File: config.mk
export PLATFORM = sky130hd
export DESIGN_NAME = window_generator_3x3
export DESIGN_NICKNAME = d
export VERILOG_FILES = /design/src/rtl/window_generator_3x3.sv
export SDC_FILE = /design/constraint.sdc
export NUM_CORES = 1
export LEC_CHECK = 0
export ABC_CLOCK_PERIOD_IN_PS = 7200
export CORE_AREA = 2 2 229 118
export DETAILED_ROUTE_END_ITERATION = 7
export DIE_AREA = 0 0 231 120
export PLACE_DENSITY = 0.75
export SLEW_MARGIN = 15
export SYNTH_ARGS = -nofsm -noshare
export SYNTH_HDL_FRONTEND = slang
export SYNTH_SLANG_ARGS = --single-unit
File: constraint.sdc
create_clock -name clk -period 7.2 [get_ports clk]
set_input_delay 1.44 -clock clk [delete_from_list [all_inputs] [get_ports clk]]
set_output_delay 1.44 -clock clk [all_outputs]
set_load 0.02 [all_outputs]
File: src/rtl/window_generator_3x3.sv
// 3x3 neighbourhood builder for a raster pixel stream.
// Emits zero-padded windows and a corner selector per centre pixel.
module window_generator_3x3 #(
  parameter int DATA_WIDTH = 8,
  parameter int IMG_WIDTH  = 16,
  parameter int IMG_HEIGHT = 16
) (
  input  logic                  clk,
  input  logic                  rst_n,
  input  logic                  in_valid,
  input  logic                  in_sof,
  input  logic [DATA_WIDTH-1:0] pix_data,
  output logic                  in_ready,
  output logic [DATA_WIDTH-1:0] line0_data0,
  output logic [DATA_WIDTH-1:0] line0_data1,
  output logic [DATA_WIDTH-1:0] line0_data2,
  output logic [DATA_WIDTH-1:0] line1_data0,
  output logic [DATA_WIDTH-1:0] line1_data1,
  output logic [DATA_WIDTH-1:0] line1_data2,
  output logic [DATA_WIDTH-1:0] line2_data0,
  output logic [DATA_WIDTH-1:0] line2_data1,
  output logic [DATA_WIDTH-1:0] line2_data2,
  output logic [3:0]            corner_type,
  output logic                  win_valid,
  output logic                  frame_done
);

  localparam int W     = IMG_WIDTH;
  localparam int H     = IMG_HEIGHT;
  localparam int N     = W * H;
  localparam int DEPTH = 2 * W + 3;
  localparam int CW    = $clog2(N + 1);
  localparam int XW    = $clog2(W);
  localparam int YW    = (H > 2) ? $clog2(H) : 1;
  localparam int FW    = $clog2(W + 1);

  localparam logic [CW-1:0] K_RUN  = CW'(W + 1);
  localparam logic [CW-1:0] K_LAST = CW'(N - 1);
  localparam logic [XW-1:0] X_MAX  = XW'(W - 1);
  localparam logic [YW-1:0] Y_MAX  = YW'(H - 1);
  localparam logic [FW-1:0] F_MAX  = FW'(W);

  typedef enum logic [1:0] {
    IDLE,
    FILL,
    RUN,
    FLUSH
  } state_t;

  state_t state, state_nxt;

  logic [CW-1:0] cnt, idx;
  logic [FW-1:0] fl;
  logic [XW-1:0] cx;
  logic [YW-1:0] cy;

  logic acc, first, emit, last_pix, last_win;
  logic [2:0] row_ok, col_ok;

  logic [DATA_WIDTH-1:0] sr    [DEPTH];
  logic [DATA_WIDTH-1:0] sr_n  [DEPTH];
  logic [DATA_WIDTH-1:0] tap_n [3][3];
  logic [DATA_WIDTH-1:0] win   [3][3];

  function automatic logic [3:0] corner(
    input logic [XW-1:0] x,
    input logic [YW-1:0] y
  );
    logic xl, xr, yt, yb;
    xl = (x == '0);
    xr = (x == X_MAX);
    yt = (y == '0);
    yb = (y == Y_MAX);
    unique case (1'b1)
      xl & yt:               corner = 4'd1;
      xr & yt:               corner = 4'd2;
      xl & yb:               corner = 4'd5;
      xr & yb:               corner = 4'd6;
      xl & !yt & !yb:        corner = 4'd3;
      xr & !yt & !yb:        corner = 4'd4;
      !xl & !xr & (yt | yb): corner = 4'd7;
      default:               corner = 4'd8;
    endcase
  endfunction

  assign in_ready = (state != FLUSH);

  always_comb begin
    acc      = in_valid & in_ready;
    first    = acc & ((state == IDLE) | in_sof);
    idx      = first ? '0 : cnt;
    emit     = (acc & !first & (idx >= K_RUN))
             | (state == FLUSH);
    last_pix = acc & !first & (idx == K_LAST);
    last_win = (state == FLUSH) & (fl == F_MAX);
    state_nxt = state;
    if (first)
      state_nxt = FILL;
    else if (last_pix)
      state_nxt = FLUSH;
    else if (acc && idx == K_RUN)
      state_nxt = RUN;
    else if (last_win)
      state_nxt = IDLE;
  end

  // newest pixel at sr_n[0] is tap (x+1,y+1); tap (R,C) sits at R*W+C
  always_comb begin
    sr_n[0] = (state == FLUSH) ? '0 : pix_data;
    for (int j = 1; j < DEPTH; j++)
      sr_n[j] = sr[j-1];
    row_ok = {cy != '0, 1'b1, cy != Y_MAX};
    col_ok = {cx != '0, 1'b1, cx != X_MAX};
    for (int r = 0; r < 3; r++)
      for (int c = 0; c < 3; c++)
        tap_n[r][c] = (row_ok[r] & col_ok[c])
                    ? sr_n[r*W+c] : '0;
  end

  always_ff @(posedge clk or negedge rst_n) begin
    if (!rst_n) begin
      state       <= IDLE;
      cnt         <= '0;
      fl          <= '0;
      cx          <= '0;
      cy          <= '0;
      win_valid   <= 1'b0;
      frame_done  <= 1'b0;
      corner_type <= '0;
      for (int j = 0; j < DEPTH; j++)
        sr[j] <= '0;
      for (int r = 0; r < 3; r++)
        for (int c = 0; c < 3; c++)
          win[r][c] <= '0;
    end else begin
      state      <= state_nxt;
      win_valid  <= emit;
      frame_done <= last_win;
      corner_type <= emit ? corner(cx, cy) : 4'd0;
      for (int r = 0; r < 3; r++)
        for (int c = 0; c < 3; c++)
          win[r][c] <= emit ? tap_n[r][c] : '0;
      if (acc || state == FLUSH)
        sr <= sr_n;
      if (acc)
        cnt <= idx + 1'b1;
      if (last_pix)
        fl <= '0;
      else if (state == FLUSH)
        fl <= fl + 1'b1;
      if (first) begin
        cx <= '0;
        cy <= '0;
      end else if (emit) begin
        if (cx == X_MAX) begin
          cx <= '0;
          cy <= (cy == Y_MAX) ? '0 : cy + 1'b1;
        end else begin
          cx <= cx + 1'b1;
        end
      end
    end
  end

  assign line0_data0 = win[0][0];
  assign line0_data1 = win[0][1];
  assign line0_data2 = win[0][2];
  assign line1_data0 = win[1][0];
  assign line1_data1 = win[1][1];
  assign line1_data2 = win[1][2];
  assign line2_data0 = win[2][0];
  assign line2_data1 = win[2][1];
  assign line2_data2 = win[2][2];

endmodule

### Word-level counts from Yosys, hierarchy flattened

Cells that the tools add are included.
W data, S select, Z words.

| storage, ports and cells | value |
|---|---|
| bits of input ports | 12 |
| memory bits (writable) | 0 |
| memories kept | 0 |
| memory bits (read-only) | 0 |
| register bits after elaboration | 374 |
| word-level logic and storage cells | 139 |
| bits in latches | 0 |
| output and inout bits | 79 |

| operators by class | value |
|---|---|
| multipliers | 0 |
| eq/ne operators | 9 |
| shift-type cells | 0 |
| add/subtract/negate cells | 4 |
| bitwise operators | 23 |
| $lt $le $gt $ge | 1 |
| mux-type cells | 34 |
| reductions and logical operators | 17 |
| div/mod/pow operators | 0 |

Operator list:

| operator | number |
|---|---|
| $mux W8 | 18 |
| $mux W4 | 8 |
| $pmux W4 S7 | 1 |
| $and A1 B1 Y1 | 20 |
| $reduce_bool A4 Y1 | 3 |
| $mux W5 | 2 |
| $add A9 B1 Y9 const B | 1 |
| $eq A9 B5 Y1 const B | 1 |
| $eq A9 B8 Y1 const B | 1 |
| $ge A9 B5 Y1 const B | 1 |
| $mux W9 | 1 |
| $add A4 B1 Y4 const B | 2 |
| $eq A4 B4 Y1 const B | 2 |
| $logic_not A4 Y1 | 2 |
| $mux W2 | 4 |
| $ne A4 B4 Y1 const B | 2 |
| $reduce_bool A2 Y1 | 3 |
| $add A5 B1 Y5 const B | 1 |
| $eq A5 B5 Y1 const B | 1 |
| $logic_not A1 Y1 | 5 |
| $or A1 B1 Y1 | 3 |
| $eq A2 B2 Y1 const B | 1 |
| $logic_not A2 Y1 | 1 |
| $ne A2 B2 Y1 const B | 1 |
| 3 further kinds | 3 |

### Longest topological paths before layout

| logic depth | value |
|---|---|
| depth after elaboration | 9 |
| gate-level depth with buffers | 14 |
| mapped depth without buffers | 12 |

### Worst setup path after synthesis

OpenSTA, ideal clock, no wires.

| path | value |
|---|---|
| path kind | input port to flip-flop |
| start | in in_valid |
| end | reg cx[3] |
| cell stages on the path | 12 |
| required time | 7,079 ps |
| arrival | 3,440 ps |
| buffers on the path | 4 |
| library setup time | 121 ps |
| slack | 3,639 ps |
| cells stage by stage | buf_2 -> o21ai_0 -> clkbuf_1 -> and2_1 -> ha_1 -> nor3_1 -> and3_1 -> o21a_1 -> buf_6 -> inv_4 -> clkbuf_1 -> a22o_1 |

| between the ends | value |
|---|---|
| cells in the longest elaborated chain, start to end | 7 |
| elaborated cells between the ends (all ways) | 10 |
| those cells by class | order compare: 1; mux: 2; bitwise: 5; reduce/logical: 2 |

Ends and longest elaborated chain:

| element | RTL line | source |
|---|---|---|
| from (decl) | 10 | `input logic in_valid,` |
| $and A1 B1 Y1 * | 89 | `acc = in_valid & in_ready;` |
| $and A1 B1 Y1 | 90 | `first = acc & ((state == IDLE) \| in_sof);` |
| $mux W9 / $logic_not A1 Y1 (equally long branches) | 91, 92 |  |
| $ge A9 B5 Y1 / $and A1 B1 Y1 (equally long branches) | 92 | `emit = (acc & !first & (idx >= K_RUN))` |
| $and A1 B1 Y1 | 92 |  |
| $or A1 B1 Y1 | 93 | `\| (state == FLUSH);` |
| $reduce_bool A2 Y1 (no line) | n/a |  |
| to (signal assigned) | 159 | `cx <= cx + 1'b1;` |
| to (decl) | 54 | `logic [XW-1:0] cx;` |

Mark *: on every way between the ends. The rest lies on a longest branch, timed or not.
A chain may end at the register's enable or synchronous reset.

### Final worst setup path

| path | value |
|---|---|
| start | in in_valid |
| end | reg cx[2] |

Same word-level chain as after synthesis.

==> results by group <==
Finish
  – Seq. cell area: 9360 um2
  – Fill cells: 1920
  – Commonest non-fill, non-tap cell in the layout: dfrtp_1
  – Commonest cells after routing, fill and taps aside: dfrtp_1 (374), mux2_2 (264), clkdlybuf4s50_1 (89)
  – Largest regs: sr (272), cnt (9)
  – Final non-filler cell total: 1369
  – Nets: 1017
  – Layout cell share with drive strength beyond 1: 31.9%
  – Multi-input gate area: 4370 um2
  – Largest register by flop count: sr
  – Area grow syn2layout: 15.8%
  – Max reg flops: 272

Synthesis
  – Synth Area in Adders: 0.805%
  – Synth async-reset ratio: 100%
  – Xor/xnor share of the synthesized area: 0.688%
  – Main synth FF type: dfrtp_1
  – Synth Warn #: 0
  – Synthesized Nets: 935
  – Post-synth cell types: 41
  – Avg Cell Area, Syn: 15.3 um2
  – Compound-Gate Fraction of Synth Area: 1.45%
  – Mapped Area: 14000 um2
  – Synthesized flop and latch total: 374
  – Seq/Total Area, Yosys: 66.9%
  – Cell count after synthesis: 914
  – Mux cell area share after synthesis: 22.0%
  – Number of flops mapped to enable cells by yosys: 0
  – Synth Area in Simple Gates: 6.26%
  – Largest family of logic cells by synthesized area: multiplexers

Global route
  – GRT Total Usage: 17.4%
  – Pin count of the biggest net entering global routing: 203
  – Initial antenna violation count: 0
  – First-pass GRT wire length: 38.7 mm
  – Vias in the first global route: 7247
  – GRT Residual Overflow: 0

Clock tree
  – Hold buffer count at cts: 0
  – CTS buffer count: 31
  – Root Driver: clkbuf_16
  – CTS Sinks: 374
  – Bufs on Longest Clock Path: 3
  – Clock Latency Late Sink: 560 ps
  – # H-tree levels: 1
  – Worst-path clk slew: 60 ps
  – TritonCTS clock tree: built
  – Post-CTS setup repair buffer count: 0
  – Post-CTS Resized: 0

Run status
  – Status: finished, final reports clean

Job
  – MaxCap Viol Count: 0

Pwr
  – Sw frac: 23.5%
  – P_leak: 0.00759 uW
  – NetSw: 1260 uW
  – Peak VDD IR: 0.000223 V
  – Clock power share: 31.2%
  – PwrDens: 330 nW/um2
  – Reg power frac: 55.8%
  – Pint: 4100 uW
  – Comb pwr share: 13.0%

Hold path
  – Min-Delay Path Class: reg2reg
  – Hold_sp: sr[68]

Floorplan
  – Die ar.: 27700 um2
  – Die width: 231 um
  – Core area: 25900 um2
  – Die height: 120 um
  – Rows: 42
  – Starting Density: 54.1%
  – Ports: 91

Worst setup path
  – Critical Path Source: in_valid
  – WP data required: 7690 ps
  – Startpoint Class: input pin
  – Largest fanout on the critical path: 40
  – FF-to-FF Start: state[0]
  – CP Class: in2reg
  – Crit path DAT: 4730 ps
  – Type of destination of the critical path: flop

Timing
  – Layout Skew: 20.5 ps
  – Setup-failing EPs final: 0
  – Relative slew slack: 27.0%
  – Post-route setup TNS: 0 ps
  – Final min period: 4240 ps
  – RSZ-0062 raised after global routing: false
  – Worst-margin pin slew: 1090 ps
  – Final period utilization: 58.9%
  – Final Hold Vio Count: 0
  – Final Slew Violations: 0
  – Fmax: 236 MHz

Routing
  – Vias per std cell: 5.25
  – Initial DRC count: 502
  – # DRC: 0
  – DR pass1 iterations: 4
  – ANT nets after route: 0
  – Post-DR wirelength/cell: 17.0 um
  – Via count: 7193
  – Final wirelength: 23.2 mm

Placed design
  – Cells after DPL: 1315
  – Gpl congestion: 0.857
  – Hpwl dp: 14.1 mm
  – # port buffers: 90
critical path: stages:
cell and delay, ps:
clkdlybuf4s50_1 960, o21ai_0 220, buf_4 240, and2_1 180, ha_1 200, nor3_1 230, and3_1 200, o21a_1 410
inv_4 260, nand2_1 170, mux2i_1 190
area by class of cell:
type                       instances  area share, %
timing repair buffer              96           6.02
clock inverter                     8          0.749
inverter                          11          0.270
tap                              352           2.72
clock buffer                      45           5.48
sequential                       374           57.8
multi-input combinational        482           27.0
antenna                            1         0.0154
power by group through the flow:
| stage | registers (uW) | logic [uW] | clock network, uW |
|---|---|---|---|
| 2_1_floorplan | 2900 | 588 | 0 |
| 3_3_place_gp | 2990 | 665 | 0 |
| 3_5_place_dp | 3030 | 704 | 0 |
| 4_1_cts | 2990 | 712 | 1720 |
| 5_1_grt | 3060 | 776 | 1820 |
| 6_report | 2990 | 696 | 1670 |
per-layer routing:
layer  global-route usage [%]  vias up  wire length, um
met2                     24.0      126             9600
met3                     3.94       30             1250
met1                     28.2     3688            12000
met4                     3.55        0              356
li1                         -     3349                -
met5                        0        -                0
stage by stage:
stage / area (um2) / total power [uW] / hold WS (ps) / utilization (%) / setup WS, ps
after floorplan: 14000 / 3480 / 466 / - / 3640
after global placement: 15200 / 3660 / 480 / 58.7 / 2560
after detailed placement: 15200 / 3730 / 483 / 58.7 / 2430
after CTS: 16200 / 5420 / 492 / 62.6 / 2990
after global routing: 16200 / 5660 / 508 / 62.6 / 2690
final: 16200 / 5350 / 490 / 62.7 / 2960
final timing paths:
check	to	slack, ps	cells after the start
max in group asynchronous	sr[152]	4670	2
min in group asynchronous	line2_data1[6]	960	1
worst max register to register	cx[2]	4290	11
worst min-delay path	sr[60]	490	1
worst max-delay path	cx[2]	2960	11
worst min register to register	sr[60]	490	1
logic make-up after synthesis:
logic type | after synthesis
fa+ha+maj | 9
compound gates | 30
flops | 374
xor+xnor | 11
simple gates | 158
mux | 274
buf+inv | 58
synth_stat cells (all sizes together), types with 3 or more instances:
cell / count / area (um2)
and3: 45 / 282
nand2: 23 / 86.3
ha: 9 / 113
nor2: 24 / 92.6
o211ai: 3 / 27.5
o21ai: 9 / 45.0
buf: 33 / 176
nand3: 7 / 35.0
and2: 37 / 231
dfrtp: 374 / 9360
nor4: 4 / 25.0
a21oi: 7 / 35.0
xnor2: 4 / 35.0
clkbuf: 14 / 55.1
mux2i: 10 / 100
xor2: 7 / 61.3
nand4: 7 / 43.8
mux2: 264 / 2970
inv: 11 / 43.8
Power figures use the tool's default switching activity.
